--- config.mk ---
export PLATFORM = sky130hd
export DESIGN_NAME = bos_spi_arbiter_flat
export DESIGN_NICKNAME = d
export VERILOG_FILES = /design/src/rtl/bos_spi_arbiter_pkg.sv /design/src/rtl/bos_spi_arbiter_if.sv /design/src/rtl/bos_spi_arbiter_rr.sv /design/src/rtl/bos_spi_arbiter.sv /design/src/flat_wrapper.sv
export SDC_FILE = /design/constraint.sdc
export NUM_CORES = 1
export LEC_CHECK = 0
export BUFFER_PORTS_ARGS = -buffer_cell sky130_fd_sc_hd__buf_2
export CELL_PAD_IN_SITES_DETAIL_PLACEMENT = 1
export CELL_PAD_IN_SITES_GLOBAL_PLACEMENT = 1
export CORE_AREA = 5 5 91 93
export DETAILED_ROUTE_END_ITERATION = 10
export DIE_AREA = 0 0 96 98
export GPL_TIMING_DRIVEN = 0
export PLACE_DENSITY = 0.83
export SYNTH_ARGS = -nofsm -noshare
export SYNTH_HDL_FRONTEND = slang
export SYNTH_SLANG_ARGS = --single-unit
--- constraint.sdc ---
create_clock -name clk -period 4.7 [get_ports clk]
set_input_delay 0.705 -clock clk [delete_from_list [all_inputs] [get_ports clk]]
set_output_delay 0.705 -clock clk [all_outputs]
set_load 0.05 [all_outputs]
--- src/rtl/bos_spi_arbiter_pkg.sv ---
// Shared definitions for the BOS SPI arbiter: frame layout, rw encoding,
// FSM state encoding and the frame builder.
package bos_pkg;

    localparam int RW_BIT    = 23;
    localparam int ADDR_MSB  = 22;
    localparam int ADDR_LSB  = 16;
    localparam int DATA_MSB  = 13;
    localparam int DATA_LSB  = 0;
    localparam int FRAME_W   = 24;
    localparam int DATA_W    = 14;
    localparam int ADDR_W    = 7;
    localparam int CHIP_W    = 4;
    localparam int NCHIP_MAX = 16;

    localparam logic RW_WRITE = 1'b0;
    localparam logic RW_READ  = 1'b1;

    typedef enum logic [1:0] {
        ST_IDLE   = 2'd0,
        ST_LAUNCH = 2'd1,
        ST_XFER   = 2'd2,
        ST_DONE   = 2'd3
    } state_t;

    function automatic logic [FRAME_W-1:0] build_frame(
        input logic              rw,
        input logic [ADDR_W-1:0] addr,
        input logic [DATA_W-1:0] wdata
    );
        logic [FRAME_W-1:0] frame;
        frame                    = {FRAME_W{1'b0}};
        frame[RW_BIT]            = rw;
        frame[ADDR_MSB:ADDR_LSB] = addr;
        if (rw == RW_READ) begin
            frame[DATA_MSB:DATA_LSB] = {DATA_W{1'b0}};
        end else begin
            frame[DATA_MSB:DATA_LSB] = wdata;
        end
        return frame;
    endfunction

endpackage

--- src/rtl/bos_spi_arbiter_if.sv ---
// Requester-side and SPI-master-side signal bundle of the BOS SPI arbiter.
interface bos_spi_arbiter_if
    import bos_pkg::*;
#(
    parameter int NREQ  = 2,
    parameter int NCHIP = 10
);
    logic [NREQ-1:0]        req;
    logic [NREQ-1:0]        req_rw;
    logic [CHIP_W*NREQ-1:0] req_chip;
    logic [ADDR_W*NREQ-1:0] req_addr;
    logic [DATA_W*NREQ-1:0] req_wdata;
    logic [NREQ-1:0]        ack;
    logic                   err;
    logic [DATA_W-1:0]      rdata;
    logic                   busy;
    logic [FRAME_W-1:0]     spi_data;
    logic                   spi_ena;
    logic                   spi_busy;
    logic                   spi_n_cs;
    logic [FRAME_W-1:0]     spi_rx;
    logic [NCHIP-1:0]       sl;

    modport slave (
        input  req, req_rw, req_chip, req_addr, req_wdata,
        input  spi_busy, spi_n_cs, spi_rx,
        output ack, err, rdata, busy, spi_data, spi_ena, sl
    );

    modport master (
        output req, req_rw, req_chip, req_addr, req_wdata,
        output spi_busy, spi_n_cs, spi_rx,
        input  ack, err, rdata, busy, spi_data, spi_ena, sl
    );
endinterface

--- src/rtl/bos_spi_arbiter_rr.sv ---
// Combinational round-robin picker: the first active request after
// last_grant (wrapping) wins.
module bos_rr_arbiter #(
    parameter  int NREQ = 2,
    localparam int GW   = $clog2(NREQ)
) (
    input  logic [NREQ-1:0] req,
    input  logic [GW-1:0]   last_grant,
    output logic [GW-1:0]   grant,
    output logic            any_req
);

    logic [GW-1:0] idx_s;

    // Scan from lowest to highest priority so the nearest requester wins last.
    always_comb begin
        grant   = last_grant;
        idx_s   = last_grant;
        any_req = |req;
        for (int i = NREQ; i >= 1; i--) begin
            idx_s = GW'((int'(last_grant) + i) % NREQ);
            if (req[idx_s]) begin
                grant = idx_s;
            end else begin
                grant = grant;
            end
        end
    end

endmodule

--- src/rtl/bos_spi_arbiter.sv ---
// Shares one 24-bit SPI master among NREQ requesters: round-robin grant,
// frame formatting, launch, read-data return and per-chip select demux.
module bos_spi_arbiter
    import bos_pkg::*;
#(
    parameter int NREQ  = 2,
    parameter int NCHIP = 10
) (
    input  logic               clk,
    input  logic               rst,
    bos_spi_arbiter_if.slave   bus
);

    localparam int GW = $clog2(NREQ);

    state_t             state_r;
    state_t             next_state_s;
    logic [GW-1:0]      grant_s;
    logic               any_req_s;
    logic [GW-1:0]      grant_r;
    logic [GW-1:0]      last_grant_r;
    logic [CHIP_W-1:0]  chip_r;
    logic [NREQ-1:0]    ack_r;
    logic               err_r;
    logic [DATA_W-1:0]  rdata_r;
    logic               busy_r;
    logic [FRAME_W-1:0] spi_data_r;
    logic               spi_ena_r;
    logic [NCHIP-1:0]   sl_s;
    logic [CHIP_W-1:0]  chip_a [NREQ];
    logic [ADDR_W-1:0]  addr_a [NREQ];
    logic [DATA_W-1:0]  wdata_a [NREQ];
    logic               chip_ok_s;
    logic               unused_rx_s;

    for (genvar g = 0; g < NREQ; g++) begin : g_unpack
        assign chip_a[g]  = bus.req_chip[CHIP_W*g +: CHIP_W];
        assign addr_a[g]  = bus.req_addr[ADDR_W*g +: ADDR_W];
        assign wdata_a[g] = bus.req_wdata[DATA_W*g +: DATA_W];
    end

    bos_rr_arbiter #(.NREQ(NREQ)) u_rr (
        .req        (bus.req),
        .last_grant (last_grant_r),
        .grant      (grant_s),
        .any_req    (any_req_s)
    );

    assign chip_ok_s   = ({1'b0, chip_a[grant_s]} < 5'(NCHIP));
    assign unused_rx_s = ^bus.spi_rx[FRAME_W-1:DATA_W];

    // State register.
    always_ff @(posedge clk or posedge rst) begin
        if (rst) begin
            state_r <= ST_IDLE;
        end else begin
            state_r <= next_state_s;
        end
    end

    // Next state. DONE exits only after its ack cycle, so an invalid-chip
    // grant spends one silent DONE cycle before acknowledging.
    always_comb begin
        next_state_s = state_r;
        case (state_r)
            ST_IDLE: begin
                if (any_req_s) begin
                    next_state_s = chip_ok_s ? ST_LAUNCH : ST_DONE;
                end else begin
                    next_state_s = ST_IDLE;
                end
            end
            ST_LAUNCH: begin
                if (bus.spi_busy) begin
                    next_state_s = ST_XFER;
                end else begin
                    next_state_s = ST_LAUNCH;
                end
            end
            ST_XFER: begin
                if (!bus.spi_busy) begin
                    next_state_s = ST_DONE;
                end else begin
                    next_state_s = ST_XFER;
                end
            end
            ST_DONE: begin
                if (|ack_r) begin
                    next_state_s = ST_IDLE;
                end else begin
                    next_state_s = ST_DONE;
                end
            end
            default: next_state_s = ST_IDLE;
        endcase
    end

    // Registered outputs and latched transfer fields.
    always_ff @(posedge clk or posedge rst) begin
        if (rst) begin
            grant_r      <= {GW{1'b0}};
            last_grant_r <= GW'(NREQ - 1);
            chip_r       <= {CHIP_W{1'b0}};
            ack_r        <= {NREQ{1'b0}};
            err_r        <= 1'b0;
            rdata_r      <= {DATA_W{1'b0}};
            busy_r       <= 1'b0;
            spi_data_r   <= {FRAME_W{1'b0}};
            spi_ena_r    <= 1'b0;
        end else begin
            busy_r    <= (next_state_s != ST_IDLE);
            spi_ena_r <= (state_r == ST_IDLE) && (next_state_s == ST_LAUNCH);
            ack_r     <= {NREQ{1'b0}};
            if ((next_state_s == ST_DONE) && (state_r != ST_IDLE)) begin
                ack_r[grant_r] <= 1'b1;
            end else begin
                ack_r <= {NREQ{1'b0}};
            end
            if ((state_r == ST_IDLE) && (next_state_s != ST_IDLE)) begin
                grant_r <= grant_s;
                chip_r  <= chip_a[grant_s];
                err_r   <= !chip_ok_s;
                rdata_r <= {DATA_W{1'b0}};
                if (chip_ok_s) begin
                    spi_data_r <= build_frame(bus.req_rw[grant_s], addr_a[grant_s],
                                              wdata_a[grant_s]);
                end else begin
                    spi_data_r <= spi_data_r;
                end
            end else if ((state_r == ST_XFER) && !bus.spi_busy) begin
                rdata_r <= bus.spi_rx[DATA_MSB:DATA_LSB];
            end else if ((state_r == ST_DONE) && (|ack_r)) begin
                last_grant_r <= grant_r;
            end else begin
                grant_r <= grant_r;
            end
        end
    end

    // Route the master's chip select to the latched chip while a transfer is live.
    always_comb begin
        sl_s = {NCHIP{1'b1}};
        if ((state_r == ST_LAUNCH) || (state_r == ST_XFER)) begin
            for (int k = 0; k < NCHIP; k++) begin
                if (chip_r == CHIP_W'(k)) begin
                    sl_s[k] = bus.spi_n_cs;
                end else begin
                    sl_s[k] = 1'b1;
                end
            end
        end else begin
            sl_s = {NCHIP{1'b1}};
        end
    end

    assign bus.ack      = ack_r;
    assign bus.err      = err_r;
    assign bus.rdata    = rdata_r;
    assign bus.busy     = busy_r;
    assign bus.spi_data = spi_data_r;
    assign bus.spi_ena  = spi_ena_r;
    assign bus.sl       = sl_s;

endmodule
--- src/flat_wrapper.sv ---
// flat-port wrapper written by rule: the top's interface ports become plain ports
module bos_spi_arbiter_flat import bos_pkg::*;
#(
    parameter int NREQ  = 2,
    parameter int NCHIP = 10
)
  (clk, rst, bus_req, bus_req_rw, bus_req_chip, bus_req_addr, bus_req_wdata, bus_spi_busy, bus_spi_n_cs, bus_spi_rx, bus_ack, bus_err, bus_rdata, bus_busy, bus_spi_data, bus_spi_ena, bus_sl);
  bos_spi_arbiter_if #(.NREQ(NREQ), .NCHIP(NCHIP)) bus_i ();
  input  logic clk;
  input  logic rst;
  input wire logic [$bits(bus_i.req)-1:0] bus_req;
  input wire logic [$bits(bus_i.req_rw)-1:0] bus_req_rw;
  input wire logic [$bits(bus_i.req_chip)-1:0] bus_req_chip;
  input wire logic [$bits(bus_i.req_addr)-1:0] bus_req_addr;
  input wire logic [$bits(bus_i.req_wdata)-1:0] bus_req_wdata;
  input wire logic [$bits(bus_i.spi_busy)-1:0] bus_spi_busy;
  input wire logic [$bits(bus_i.spi_n_cs)-1:0] bus_spi_n_cs;
  input wire logic [$bits(bus_i.spi_rx)-1:0] bus_spi_rx;
  output wire logic [$bits(bus_i.ack)-1:0] bus_ack;
  output wire logic [$bits(bus_i.err)-1:0] bus_err;
  output wire logic [$bits(bus_i.rdata)-1:0] bus_rdata;
  output wire logic [$bits(bus_i.busy)-1:0] bus_busy;
  output wire logic [$bits(bus_i.spi_data)-1:0] bus_spi_data;
  output wire logic [$bits(bus_i.spi_ena)-1:0] bus_spi_ena;
  output wire logic [$bits(bus_i.sl)-1:0] bus_sl;
  assign bus_i.req = bus_req;
  assign bus_i.req_rw = bus_req_rw;
  assign bus_i.req_chip = bus_req_chip;
  assign bus_i.req_addr = bus_req_addr;
  assign bus_i.req_wdata = bus_req_wdata;
  assign bus_i.spi_busy = bus_spi_busy;
  assign bus_i.spi_n_cs = bus_spi_n_cs;
  assign bus_i.spi_rx = bus_spi_rx;
  assign bus_ack = bus_i.ack;
  assign bus_err = bus_i.err;
  assign bus_rdata = bus_i.rdata;
  assign bus_busy = bus_i.busy;
  assign bus_spi_data = bus_i.spi_data;
  assign bus_spi_ena = bus_i.spi_ena;
  assign bus_sl = bus_i.sl;
  bos_spi_arbiter #(.NREQ(NREQ), .NCHIP(NCHIP)) u_core (.clk(clk), .rst(rst), .bus(bus_i));
endmodule
======== Yosys cells after proc, flatten, opt, wreduce, memory -nomap -nowiden ========
Cells that the tools add are included.
word-level totals
  bits in registers ....................... 49
  input bits .............................. 82
cells by class
  add/subtract/negate cells ............... 2
  equality and inequality tests ........... 14
  mux-type cells .......................... 40
  bitwise logic cells ..................... 3
  reductions and logical operators ........ 18
  $lt $le $gt $ge ......................... 7
operators by type and width
  kind                   number
  $mux W14               6
  $mux W7                3
  $mux W1                20
  $eq A4 B3 Y1 const B   4
  $mux W4                3
  $mux W10               1
  $mux W2                5
  $eq A4 B2 Y1 const B   2
  $eq A4 B4 Y1 const B   2
  $lt A1 B2 Y1 const B   4
  $pmux W2 S4            1
  $eq A2 B2 Y1 const B   3
  $logic_and A1 B1 Y1    6
  $reduce_bool A2 Y1     3
  $eq A2 B1 Y1 const B   2
  $eq A4 B1 Y1 const B   1
  $logic_not A4 Y1       1
  $lt A4 B4 Y1 const B   1
  $reduce_or A2 Y1       2
  $reduce_and A3 Y1      1
  $add A1 B1 Y1 const B  2
  $ge A2 B2 Y1 const B   1
  $logic_not A1 Y1       2
  $logic_not A2 Y1       1
  6 further kinds        7

======== Longest topological paths before layout ========
  word-level depth ........................ 17
  mapped depth ............................ 7
  mapped depth without buffers ............ 6

======== By module ========
A second synthesis with hierarchy kept.
second synthesis, totals
  cells, all modules ...................... 242
  area, all modules ....................... 2,449.8 µm²
by module, submodules not included
  module           area each (µm²)  times used  cells each  seq. area each (µm²)
  bos_spi_arbiter  2,434.8          1           239         1,227.4
  bos_rr_arbiter   15.0             1           3           0.0

======== Worst setup path before layout ========
No wires, ideal clock.
  path kind ............................... input -> output
  start point ............................. in bus_spi_n_cs
  end point ............................... out bus_sl[7]
  data arrival time ....................... 1.650 ns
  data required time ...................... 3.995 ns
  slack ................................... 2.345 ns
  stages .................................. 3
  cells stage by stage .................... nand2b_1 > nor3b_1 > nand3_1
on the way
  longest elaborated chain between the ends .. 2
ends and longest elaborated chain
  item                RTL line                text
  start: declaration  flat_wrapper.sv:17      input wire logic [$bits(bus_i.spi_n_cs)-1:0] bus_spi_n_cs;
  $mux W1             bos_spi_arbiter.sv:145  if (chip_r == CHIP_W'(k)) begin
  $mux W10            bos_spi_arbiter.sv:143  if ((state_r == ST_LAUNCH) || (state_r == ST_XFER)) begin
  end: declaration    flat_wrapper.sv:25      output wire logic [$bits(bus_i.sl)-1:0] bus_sl;
No other way between the ends.

======== Worst setup path after layout ========
  start point ............................. reg u_core.state_r[0]
  end point ............................... out bus_sl[7]
on the way
  longest elaborated chain between the ends .. 3
  elaborated cells between the ends (all ways) .. 4
  classes of those cells .................. eq/ne: 2; mux: 1; reduce/logical: 1
ends and longest elaborated chain
  item                                                 RTL line                text
  start: declaration                                   bos_spi_arbiter.sv:16   state_t state_r;
  start signal: assignment                             bos_spi_arbiter.sv:57   state_r <= next_state_s;
  $eq A2 B1 Y1 / $eq A2 B2 Y1 (equally long branches)  bos_spi_arbiter.sv:143
  $logic_or A1 B1 Y1 (*)                               bos_spi_arbiter.sv:143
  $mux W10 (*)                                         bos_spi_arbiter.sv:143
Mark *: on every way between the ends. The rest lies on a longest branch, timed or not.

==> metrics.yaml <==
run_status:
  outcome: "completed"
synthesis:
  synth_mux_area_share_pct: 15.2
  synthDistinctLibCells: 35
  synth_area_per_cell_sq_um: 10.5
  seq_area_frac_synth_pct: 49.7
  synthTopCellsByArea: "dfrtp_1, o31ai_1, mux2i_1"
  syn_area_sq_um: 2470
  synthXorXnorAreaFrac_pct: 0
  ys.flop_type: "dfrtp_1"
  synth_compound_area_share_pct: 16.1
  yosys.area.top_type: "dfrtp_1"
  synth_top_family_by_area: "compound AO/OA/AOI/OAI gates"
  synthCells: 235
  synth_adder_area_share_pct: 2.03
  synthTopCellsByCount: "dfrtp_1, nand2_1, o31ai_1"
  synth_seq_cells: 49
  yosys_warnings: 0
  synthArstFlopShare_pct: 100
  synth.most_common_cell: "dfrtp_1"
  synthSimpleGateAreaFrac_pct: 12.1
  netlist.area_leader.share_pct: 48.6
  synth_edf_count: 0
global_route:
  grt_max_degree: 28
  antenna_found_initial: 0
  overflow: 0
  first_global_vias: 2437
  grt_use_total_pct: 15.4
  grt_pass1_wl_um: 11600
finish:
  fin_area_sq_um: 3330
  syn_to_final_growth_pct: 34.8
  drive_gt1_share_pct: 45.0
  final_cells: 469
  fin_nets: 452
  n_antenna_cell: 0
clock_network:
  cts_tree: "built"
  cts_resized: 0
  cts.sinks: 49
  root_buffer: "clkbuf_8"
  cts_setup_buffers: 0
  cts_buffers: 5
  htree_levels: 2
  clk_pin_slew_ns: 0.10
  clock_latency_ns: 0.30
  hold_buffers: 0
  clockBufferDepth: 2
timing:
  final.setup_skew_ns: 0.0156
  max_slew_margin_pct: 63.7
  worst_pin_slew_ns: 0.541
  setup_tns_ns: 0
  whs_ns: 0.417
  fin_crit_sh_pct: 55.0
  clock.fmax_ghz: 0.387
  rsz0062_at_grt: "false"
  period_needed_ns: 2.59
  setup_viol: 0
  final_hold_viol_count: 0
  final-max-slew-violation-count: 0
floorplanning:
  rows: 32
  fp.dieH_um: 98
  ioPinCount: 135
  core_sq_um: 7450
  die_area_sq_um: 9410
  die_w_um: 96
  initial_core_util_pct: 33.2
placement:
  gp_congestion: 0.711
  hpwl_um: 5710
  portBuffers: 122
  placed_cell_area_sq_um: 3230
  dp_cells: 461
power_and_ir_drop:
  powerDensity_nw_per_um2: 731
  p_leak_uw: 0.00166
  ir_drop_uv: 296
  total_power_uw: 2430
setup_path:
  r2r_slack_ns: 2.50
  r2r_end: "u_core.bus.spi_data[20]$_DFFE_PP0P_"
  worstSetupStartpointType: "register"
  critical_path_arrival_ns: 1.88
  crit_fanout: 4
  worstPathRequired_ns: 3.99
  crit_type: "reg -> out"
  crit_start: "u_core.state_r[0]$_DFF_PP0_"
  reg2regPathDepth: 7
  crit_end: "bus_sl[7]"
  rr_startpoint: "u_core.state_r[0]$_DFF_PP0_"
  critPathCaptureType: "output pin"
drt:
  drt-pass1-iter-count: 4
  drt-total-wl_um: 7050
  vias: 2241
  drt-initial-drc-count: 34
  route.detailed.drc: 0
  wl_per_cell_um: 15.0
  viasPerCell: 4.78
  ant_nets: 0
worst_hold_path:
  hold_class: "in -> async"
flow_run:
  drv_cap: 0
## flip-flops by register name (all words and copies together) (netlist names)
name,flops
u_core.bus.err,1
u_core.bus.spi_ena,1
u_core.last_grant_r,1
u_core.bus.spi_data,22
u_core.bus.ack,2
u_core.bus.busy,1
u_core.grant_r,1
u_core.bus.rdata,14
u_core.chip_r,4
u_core.state_r,2
## per-layer routing
metal	part of all wire (%)	vias to the layer above	wire, um	track usage [%]
met5	0	-	0	0
met4	1.1	0	74	3.61
met3	5.9	8	416	4.24
met2	54	60	3790	27.9
met1	39	1083	2760	17.7
li1	-	1090	-	-
## cells in the final DEF (no fill, tap or decap), drive strengths merged
cell type  instances
dfrtp             48
clkinvlp           1
nor3b              3
a211oi             2
a21oi             17
nor2               6
nand2b             2
a221oi             1
o31ai             28
or3                1
nand2             43
nor2b              3
o21ai              9
o21a               1
mux2              17
buf              131
o221a              1
or2                2
inv                6
clkbuf            14
dfstp              1
ha                 4
conb               2
and2               1
nor3               3
mux2i             18
nand3              2
## logic make-up after synthesis
group	Yosys count
multiplexers	35
adder cells (fa/ha/maj)	4
AO/OA/AOI/OAI	59
buffers and inverters	21
other	1
flip-flops	49
AND/OR/NAND/NOR	66
## cell type report
type                    instances  area (sq um)
plain buffers                  16          98.8
clock buffers                   6          82.6
clock inverters                 2          16.3
fillers                       903          4120
inverters                       5          21.3
multi-input cells             166          1130
flip-flops and latches         49          1230
well taps                     102           128
repair buffers                123           631
## report_power, final
part / leakage, uW / switching [uW] / internal [uW]
Sequential: 0.000627 / 113 / 614
Combinational: 0.000982 / 1030 / 409
Clock: 0.0000478 / 146 / 121
Total: 0.00166 / 1290 / 1140
## worst min-delay path by stage
stage,startpoint,endpoint,slack [ns],cells past startpoint
after floorplan,u_core.grant_r$_DFFE_PP0P_,u_core.bus.ack[0]$_DFF_PP0_,0.44,1
after global placement,u_core.bus.err$_DFFE_PP0P_,u_core.bus.err$_DFFE_PP0P_,0.47,2
after detailed placement,u_core.grant_r$_DFFE_PP0P_,u_core.bus.ack[0]$_DFF_PP0_,0.49,1
after CTS,rst,u_core.bus.spi_data[17]$_DFFE_PP0P_,0.43,2
after global routing,rst,u_core.bus.spi_data[17]$_DFFE_PP0P_,0.46,2
final,rst,u_core.bus.spi_data[17]$_DFFE_PP0P_,0.42,2
## through the flow
step                      worst slack (ns)  utilization, %
after floorplan                       2.34               -
after global placement                2.15            43.1
after detailed placement              2.28            43.4
after CTS                             2.10            44.7
after global routing                  1.84            44.7
final                                 2.11            44.7
## critical path, cell delays in order (launching register included)
cell	delay, ns
dfrtp_1	0.39
inv_1	0.07
ha_1	0.28
nand2b_1	0.08
nor3b_1	0.42
nand3_1	0.12
buf_2	0.23
Power figures use the tool's default switching activity.
